==> src/rtl/biquad_cascade_seq.sv <==
// Cascade of SECTIONS direct-form-I biquads sharing one multiplier/accumulator.
// Sequencing is internal; the coefficient bank is writable only while idle.
module biquad_cascade_seq #(
  parameter int N        = 24,
  parameter int F        = 14,
  parameter int SECTIONS = 2,
  parameter int AW       = 4
) (
  input  logic          clk,
  input  logic          reset,
  input  logic          in_valid,
  output logic          in_ready,
  input  logic [N-1:0]  in_data,
  output logic          out_valid,
  output logic [N-1:0]  out_data,
  input  logic          clr,
  input  logic          coef_we,
  input  logic [AW-1:0] coef_addr,
  input  logic [N-1:0]  coef_wdata,
  output logic          coef_err,
  output logic          ovf,
  output logic [1:0]    dbg_state
);
  localparam int NC   = 5 * SECTIONS;
  localparam int KW   = (SECTIONS > 1) ? $clog2(SECTIONS) : 1;
  localparam int ACCW = N + 4;
  localparam int WW   = 2 * N + 1;

  localparam logic signed [N-1:0]    ONE     = {{(N-F-1){1'b0}}, 1'b1, {F{1'b0}}};
  localparam logic signed [WW-1:0]   ACC_MAX = {{(N-2){1'b0}}, {(N+3){1'b1}}};
  localparam logic signed [WW-1:0]   ACC_MIN = {{(N-2){1'b1}}, {(N+3){1'b0}}};
  localparam logic signed [ACCW-1:0] Y_MAX   = {5'b00000, {(N-1){1'b1}}};
  localparam logic signed [ACCW-1:0] Y_MIN   = {5'b11111, {(N-1){1'b0}}};

  typedef enum logic [1:0] {S_IDLE = 2'd0, S_MAC = 2'd1, S_STORE = 2'd2} state_t;

  state_t                 state, state_nxt;
  logic [KW-1:0]          k;
  logic [2:0]             i;
  logic signed [ACCW-1:0] acc, acc_nxt;
  logic signed [N-1:0]    xcur;
  logic signed [N-1:0]    coef [NC];
  logic signed [N-1:0]    x1 [SECTIONS];
  logic signed [N-1:0]    x2 [SECTIONS];
  logic signed [N-1:0]    y1 [SECTIONS];
  logic signed [N-1:0]    y2 [SECTIONS];
  logic signed [N-1:0]    c_op, d_op, y_sat;
  logic signed [2*N-1:0]  prod;
  logic signed [WW-1:0]   sum_w;
  logic [AW-1:0]          cidx;
  logic                   sat, last_sec, addr_ok;

  // Operand selection: coefficient 5*k+i paired with x, x1, x2, y1, y2.
  always_comb begin
    cidx     = AW'(5 * 32'(k) + 32'(i));
    c_op     = coef[cidx];
    last_sec = (32'(k) == SECTIONS - 1);
    addr_ok  = (32'(coef_addr) < NC);
    case (i)
      3'd0:    d_op = xcur;
      3'd1:    d_op = x1[k];
      3'd2:    d_op = x2[k];
      3'd3:    d_op = y1[k];
      3'd4:    d_op = y2[k];
      default: d_op = '0;
    endcase
  end

  // Floor-scaled product added into an accumulator that clamps instead of wrapping.
  always_comb begin
    prod  = c_op * d_op;
    sum_w = WW'(acc) + WW'(prod >>> F);
    if (sum_w > ACC_MAX)      acc_nxt = ACC_MAX[ACCW-1:0];
    else if (sum_w < ACC_MIN) acc_nxt = ACC_MIN[ACCW-1:0];
    else                      acc_nxt = sum_w[ACCW-1:0];
  end

  always_comb begin
    sat = 1'b1;
    if (acc > Y_MAX)      y_sat = Y_MAX[N-1:0];
    else if (acc < Y_MIN) y_sat = Y_MIN[N-1:0];
    else begin
      y_sat = acc[N-1:0];
      sat   = 1'b0;
    end
  end

  always_ff @(posedge clk or negedge reset) begin
    if (!reset) state <= S_IDLE;
    else        state <= state_nxt;
  end

  always_comb begin
    state_nxt = state;
    if (clr) state_nxt = S_IDLE;
    else begin
      case (state)
        S_IDLE:  if (in_valid) state_nxt = S_MAC;
        S_MAC:   if (i == 3'd4) state_nxt = S_STORE;
        S_STORE: state_nxt = last_sec ? S_IDLE : S_MAC;
        default: state_nxt = S_IDLE;
      endcase
    end
  end

  // Handshake: a sample transfers on a rising edge where in_valid and in_ready are both
  // high; in_ready is high only in IDLE, so a source asserting in_valid while busy must
  // hold it until the transfer.
  always_comb begin
    in_ready  = (state == S_IDLE);
    dbg_state = state;
  end

  always_ff @(posedge clk or negedge reset) begin
    if (!reset) begin
      k         <= '0;
      i         <= '0;
      acc       <= '0;
      xcur      <= '0;
      out_valid <= 1'b0;
      out_data  <= '0;
      coef_err  <= 1'b0;
      ovf       <= 1'b0;
      for (int j = 0; j < NC; j++) coef[j] <= (j % 5 == 0) ? ONE : '0;
      for (int j = 0; j < SECTIONS; j++) begin
        x1[j] <= '0;
        x2[j] <= '0;
        y1[j] <= '0;
        y2[j] <= '0;
      end
    end else if (clr) begin
      k         <= '0;
      i         <= '0;
      acc       <= '0;
      out_valid <= 1'b0;
      coef_err  <= 1'b0;
      ovf       <= 1'b0;
      for (int j = 0; j < SECTIONS; j++) begin
        x1[j] <= '0;
        x2[j] <= '0;
        y1[j] <= '0;
        y2[j] <= '0;
      end
    end else begin
      out_valid <= 1'b0;
      coef_err  <= 1'b0;
      if (coef_we) begin
        if (state == S_IDLE && addr_ok) coef[coef_addr] <= coef_wdata;
        else                            coef_err <= 1'b1;
      end
      case (state)
        S_IDLE: begin
          if (in_valid) begin
            xcur <= in_data;
            k    <= '0;
            i    <= '0;
            acc  <= '0;
          end
        end
        S_MAC: begin
          acc <= acc_nxt;
          i   <= i + 3'd1;
        end
        S_STORE: begin
          x2[k] <= x1[k];
          x1[k] <= xcur;
          y2[k] <= y1[k];
          y1[k] <= y_sat;
          xcur  <= y_sat;
          acc   <= '0;
          i     <= '0;
          if (sat) ovf <= 1'b1;
          if (last_sec) begin
            out_valid <= 1'b1;
            out_data  <= y_sat;
          end else begin
            k <= k + KW'(1);
          end
        end
        default: ;
      endcase
    end
  end
endmodule

==> config.mk <==
export PLATFORM = sky130hd
export DESIGN_NAME = biquad_cascade_seq
export DESIGN_NICKNAME = d
export VERILOG_FILES = /design/src/rtl/biquad_cascade_seq.sv
export SDC_FILE = /design/constraint.sdc
export NUM_CORES = 2
export LEC_CHECK = 0
export BUFFER_PORTS_ARGS = -buffer_cell sky130_fd_sc_hd__clkbuf_2
export CORE_MARGIN = 4
export CORE_UTILIZATION = 65
export CTS_CLUSTER_SIZE = 16
export DETAILED_ROUTE_END_ITERATION = 8
export PLACE_DENSITY = 0.82
export SLEW_MARGIN = 20
export SYNTH_ARGS = -nofsm -noshare
export SYNTH_HDL_FRONTEND = slang
export SYNTH_SLANG_ARGS = --single-unit
==> constraint.sdc <==
create_clock -name clk -period 15.4 [get_ports clk]
set_input_delay 2.31 -clock clk [delete_from_list [all_inputs] [get_ports clk]]
set_output_delay 2.31 -clock clk [all_outputs]
set_load 0.1 [all_outputs]
# Word-level counts from Yosys, hierarchy flattened
# Index checks and enable logic that the tools add are counted.
[classes] add_sub_neg=4 mul=2 magnitude_cmp=10 eq_ne=9 n_mux=65 bitwise=4 reduce_logical=17
[op_table] cell="24-bit two-way mux" count=19
[op_table] cell="48-bit two-way mux" count=8
[op_table] cell="240-bit bitwise mux" count=1
[op_table] cell="48-bit bitwise mux" count=4
[op_table] cell="24-bit case mux with 5 select lines" count=1
[op_table] cell="28-bit two-way mux" count=4
[op_table] cell="24-bit binary-select mux with 4-bit select" count=1
[op_table] cell="24-bit demux with 4-bit select" count=1
[op_table] cell="28-bit case mux with 3 select lines" count=1
[op_table] cell="24-bit by 24-bit multiplier with 48-bit output" count=1
[op_table] cell="24-bit case mux with 2 select lines" count=1
[op_table] cell="28-bit by 34-bit adder with 35-bit output" count=1
[op_table] cell="35-bit by 28-bit greater-than comparator with 1-bit output (second input constant)" count=1
[op_table] cell="35-bit by 28-bit less-than comparator with 1-bit output (second input constant)" count=1
[op_table] cell="28-bit by 24-bit greater-than comparator with 1-bit output (second input constant)" count=1
[op_table] cell="28-bit by 24-bit less-than comparator with 1-bit output (second input constant)" count=1
[op_table] cell="24-bit demux with 1-bit select" count=1
[op_table] cell="1-bit two-way mux" count=15
[op_table] cell="5-bit >= comparator (second input constant)" count=2
[op_table] cell="4-bit inverter with 5-bit output" count=2
[op_table] cell="3-bit case mux with 3 select lines" count=1
[op_table] cell="3-bit AND reduction" count=3
[op_table] cell="2-bit AND reduction" count=4
[op_table] cell="3-bit by 2-bit == test with 1-bit output (second input constant)" count=2
[op_table] cell="27 further kinds" count=34
[word_totals] ff_bits=517 input_bits=57 word_cells=138

# Longest topological paths before layout
[logic_depth] ltp_word=13 mapped_depth=48 mapped_depth_nobuf=42

# Worst setup path before layout
# OpenSTA, ideal clock, no wires.
[synth_path] path_type="register to register" start="register k" end="register acc[17]" setup_ns=0.126 t_arrival_ns=12.473 required_time_ns=15.274 slack_ns=2.801 stages_incl_launch_ff=45 n_path_buf=9 path_cell_list="dfrtp_1 > ha_1 > buf_2 > buf_1 > clkbuf_1 > buf_1 > mux2i_1 > o22ai_1 > clkbuf_1 > clkbuf_1 > nand2_1 > fa_1 > inv_1 > fa_1 > inv_1 > fa_1 > fa_1 > inv_1 > [9 not listed] > nor4_1 > and4_1 > nor3_2 > o31ai_1 > a21oi_1 > xnor2_1 > ha_1 > nand4_1 > a21oi_1 > or4_4 > or4b_4 > and2_4 > a211o_1 > a2111o_1 > o41a_1 > buf_6 > buf_6 > a221o_1"
[synth_between] elab_chain_cells=13 elab_cells_between_ends=28 classes_between="add/sub (2); mul (2); order compare (2); mux (20); bitwise (2)"
[synth_rtl] item="from (decl)" line_no="38" text="logic [KW-1:0] k;"
[synth_rtl] item="from (signal assigned)" line_no="177" text="k <= k + KW'(1);"
[synth_rtl] item="3-bit by 1-bit multiplier with 4-bit output" line_no="55" text="cidx = AW'(5 * 32'(k) + 32'(i));"
[synth_rtl] item="4-bit by 3-bit adder with 4-bit output" line_no="55"
[synth_rtl] item="4-bit inverter with 5-bit output (implied by the code)" line_no="56" text="c_op = coef[cidx];"
[synth_rtl] item="24-bit binary-select mux with 4-bit select" line_no="56"
[synth_rtl] item="24-bit two-way mux (implied by the code) (2 in series)" line_no="56"
[synth_rtl] item="24-bit by 24-bit multiplier with 48-bit output (*)" line_no="71" text="prod = c_op * d_op;"
[synth_rtl] item="28-bit by 34-bit adder with 35-bit output (*)" line_no="72" text="sum_w = WW'(acc) + WW'(prod >>> F);"
[synth_rtl] item="35-bit by 28-bit less-than comparator with 1-bit output" line_no="74" text="else if (sum_w < ACC_MIN) acc_nxt = ACC_MIN[ACCW-1:0];"
[synth_rtl] item="28-bit two-way mux" line_no="74"
[synth_rtl] item="28-bit two-way mux (*)" line_no="73" text="if (sum_w > ACC_MAX) acc_nxt = ACC_MAX[ACCW-1:0];"
[synth_rtl] item="28-bit case mux with 3 select lines (*)" line_no="151" text="case (state)"
[synth_rtl] item="28-bit two-way mux (*)" line_no="131" text="end else if (clr) begin"
[synth_rtl] item="to (signal assigned)" line_no="161" text="acc <= acc_nxt;"
[synth_rtl] item="to (decl)" line_no="40" text="logic signed [ACCW-1:0] acc, acc_nxt;"
# Mark *: on every way between the ends. The rest lies on a longest branch, timed or not. The select of a mux whose other input is x is not followed.
# A chain may end at the register's enable or synchronous reset.

# Final worst setup path
[layout_path] start="register k" end="register acc[3]"
# Same word-level chain as after synthesis.

==> out/metrics.yaml <==
status: "complete, no violations"
worstSetupStartpoint: "k$_DFFE_PN0P_"
grt_first_pass_wirelength_um: 190800
vias: 33030
final_nets: 5183
hold_viol_final: 0
synth-main-ff-cell: "dfrtp_1"
async_flop_share_pct: 100.0
setup_viol: 0
crit_path_end_kind: "flip-flop"
ys_seq_elements: 517
firstDrtPassIters: 6
rsz0062_at_grt: "no"
synth.most_common_cell: "inv_1"
die_area_sq_um: 74420
tns_ps: 0
remaining_drc_errors: 0
final_area_sq_um: 48880
h-tree-depth: 2
worstSetupPathType: "reg -> reg"
synth-seq-area-share_pct: 28.39
io_pins: 87
port_buffers: 86
antenna_found_initial: 2
clk_pin_slew_ps: 70
clk_path_buf_depth: 3
netlist.top_cell.by_area: "dfrtp_1"
final_antenna_net_count: 0
period_needed_ps: 13870
worstMarginPinSlew_ps: 1092
worstPathArrival_ps: 14320
ctsResizeCount: 0
synth.distinct_cells: 89
cts-buffers-inserted: 54
netlist_top_cells_area: "dfrtp_1, fa_1, mux2_2"
synth_edf_count: 0
timing.rr.start: "k$_DFFE_PN0P_"
area_growth_syn_to_layout_pct: 7.236
timing.reg2reg.setup_slack_ps: 1530
critPathMaxStageDelay_ps: 680
reg2reg_depth: 38
layout.cells.non_filler: 5314
via_per_inst: 6.216
start_util_pct: 65.99
synth_top_area_share_pct: 28.28
grt_pass1_vias: 34930
synth_area_sq_um: 45580
routedWlPerCell_um: 22.40
overflow: 0
cp.required_ps: 15850
drtIter0Drc: 3011
cp_max_fo: 38
ys_warn_count: 0
fp.dieH_um: 272.8
cts-root-buf: "clkbuf_16"
postCtsSetupRepairBufs: 0
routed_wl_um: 119100
start_kind: "flip-flop"
whs_path_depth: 1
drv_cap: 0
crit_path_top_delay_cell: "a2111oi_0"
slew_headroom_pct: 27.07
syn-mean-instance-area_sq_um: 10.46
cts_tree: "built"
fin_util_pct: 70.77
die_w_um: 272.8
syn_nets: 5200
post-route-period-util_pct: 90.09
drive_above_1_share_pct: 15.16
gp_congestion: 0.9567
dp_hpwl_um: 86740
clk_latency_ps: 640
reg2reg_to: "acc[3]$_DFFE_PN0P_"
path_common_cell: "fa_1"
place_inst: 5216
numClockSinks: 517
rows: 96
finalClockSkew_ps: 74.33
slew_violations: 0
yosys-top-cells-count: "inv_1, fa_1, nand2_1"
hold_buffers: 0
place_area_sq_um: 47130
core_sq_um: 69070
hold_class: "reg -> reg"
syn_inst: 4358
crit_end: "acc[3]$_DFFE_PN0P_"
grt_max_degree: 171
max_freq_mhz: 72.08
grt_use_total_pct: 32.71
-- how the worst min path moves through the flow --
| stage | startpoint | endpoint | slack, ps |
|---|---|---|---|
| floorplan | x2[0]$_DFFE_PN0P_ | x2[0]$_DFFE_PN0P_ | 460 |
| global placement | out_data[3]$_DFFE_PN0P_ | out_data[3]$_DFFE_PN0P_ | 460 |
| detailed placement | out_data[7]$_DFFE_PN0P_ | out_data[7]$_DFFE_PN0P_ | 460 |
| CTS | x1[28]$_DFFE_PN0P_ | x2[28]$_DFFE_PN0P_ | 470 |
| global route | x1[24]$_DFFE_PN0P_ | x2[24]$_DFFE_PN0P_ | 490 |
| finish | x1[28]$_DFFE_PN0P_ | x2[28]$_DFFE_PN0P_ | 470 |
-- final cells by class --
| cell class | count | area (sq um) |
|---|---|---|
| Inverter | 689 | 2586 |
| Sequential cell | 517 | 12940 |
| Clock buffer | 78 | 1541 |
| Fill cell | 4889 | 20190 |
| Timing Repair Buffer | 186 | 1211 |
| Antenna cell | 2 | 5.005 |
| Multi-Input combinational cell | 2893 | 29240 |
| Clock inverter | 18 | 186.4 |
| Tap cell | 931 | 1165 |
-- placed cells by master (no fill, tap or decap), types with 11 or more instances in the layout --
| master | netlist | routed |
|---|---|---|
| a21o_1 | 46 | 46 |
| a21oi_1 | 89 | 87 |
| a221o_1 | 22 | 22 |
| a221oi_1 | 33 | 33 |
| a22o_1 | 147 | 147 |
| a22oi_1 | 17 | 17 |
| a31oi_1 | 18 | 18 |
| and2_1 | 33 | 33 |
| buf_4 | 0 | 97 |
| clkbuf_1 | 192 | 14 |
| clkbuf_16 | 0 | 54 |
| clkbuf_2 | 0 | 85 |
| dfrtp_1 | 515 | 513 |
| fa_1 | 607 | 607 |
| ha_1 | 178 | 176 |
| inv_1 | 688 | 687 |
| mux2_2 | 268 | 268 |
| mux2i_1 | 90 | 90 |
| mux4_2 | 48 | 48 |
| nand2_1 | 519 | 519 |
| nand2b_1 | 55 | 54 |
| nand3_1 | 25 | 25 |
| nand4_1 | 12 | 12 |
| nor2_1 | 234 | 229 |
| nor2b_1 | 35 | 33 |
| nor3_1 | 21 | 17 |
| o211ai_1 | 22 | 22 |
| o21a_1 | 13 | 13 |
| o21ai_0 | 107 | 107 |
| o22a_1 | 11 | 11 |
| o22ai_1 | 23 | 13 |
| or2_2 | 14 | 14 |
| xnor2_1 | 50 | 50 |
| xor2_1 | 21 | 20 |
-- kinds of logic after synthesis --
kind of cell	after synthesis	synth area share, %
AND/OR/NAND/NOR	1000	9.649
buffers and inverters	948	7.942
adder cells (fa/ha/maj)	785	31.55
AO/OA/AOI/OAI	631	10.14
flip-flops	517	28.39
multiplexers	406	10.97
XOR/XNOR	71	1.364
-- routing by layer --
metal  track usage, %  part of all wire (%)  vias up
met5                0                     0        -
met4            15.71                   5.7        0
met3            6.348                   8.9      411
met2            53.17                    48     1541
met1            42.89                    37    16920
li1                 -                     -    14160
-- worst max-delay path, delay by kind of cell, from the launching register on --
family,cells,cell delay (ps)
AOI/OAI and AO/OA,13,4410
adders and majority gates,11,4850
DFF,1,670
buffers and inverters,5,740
muxes,2,690
and+or+nand+nor,6,2070
xor gates and xnor gates,1,140
-- registers in the layout (all words and copies together) (netlist names) --
register	count
xcur	24
i	3
x1	48
dbg_state	2
ovf	1
acc	28
coef	240
y1	48
out_valid	1
x2	48
k	1
coef_err	1
out_data	24
y2	48
-- through the flow --
step	hold WS (ps)	setup WS (ps)
after floorplan	460.6	2801
after global placement	458.9	1927
after detailed placement	463.2	1680
after CTS	468.9	1534
after global routing	489.8	974.7
final	472.6	1526
Power is left out: the tool's default activity adds up to more than one toggle a clock period on the data nets, which glitch-free logic cannot reach.
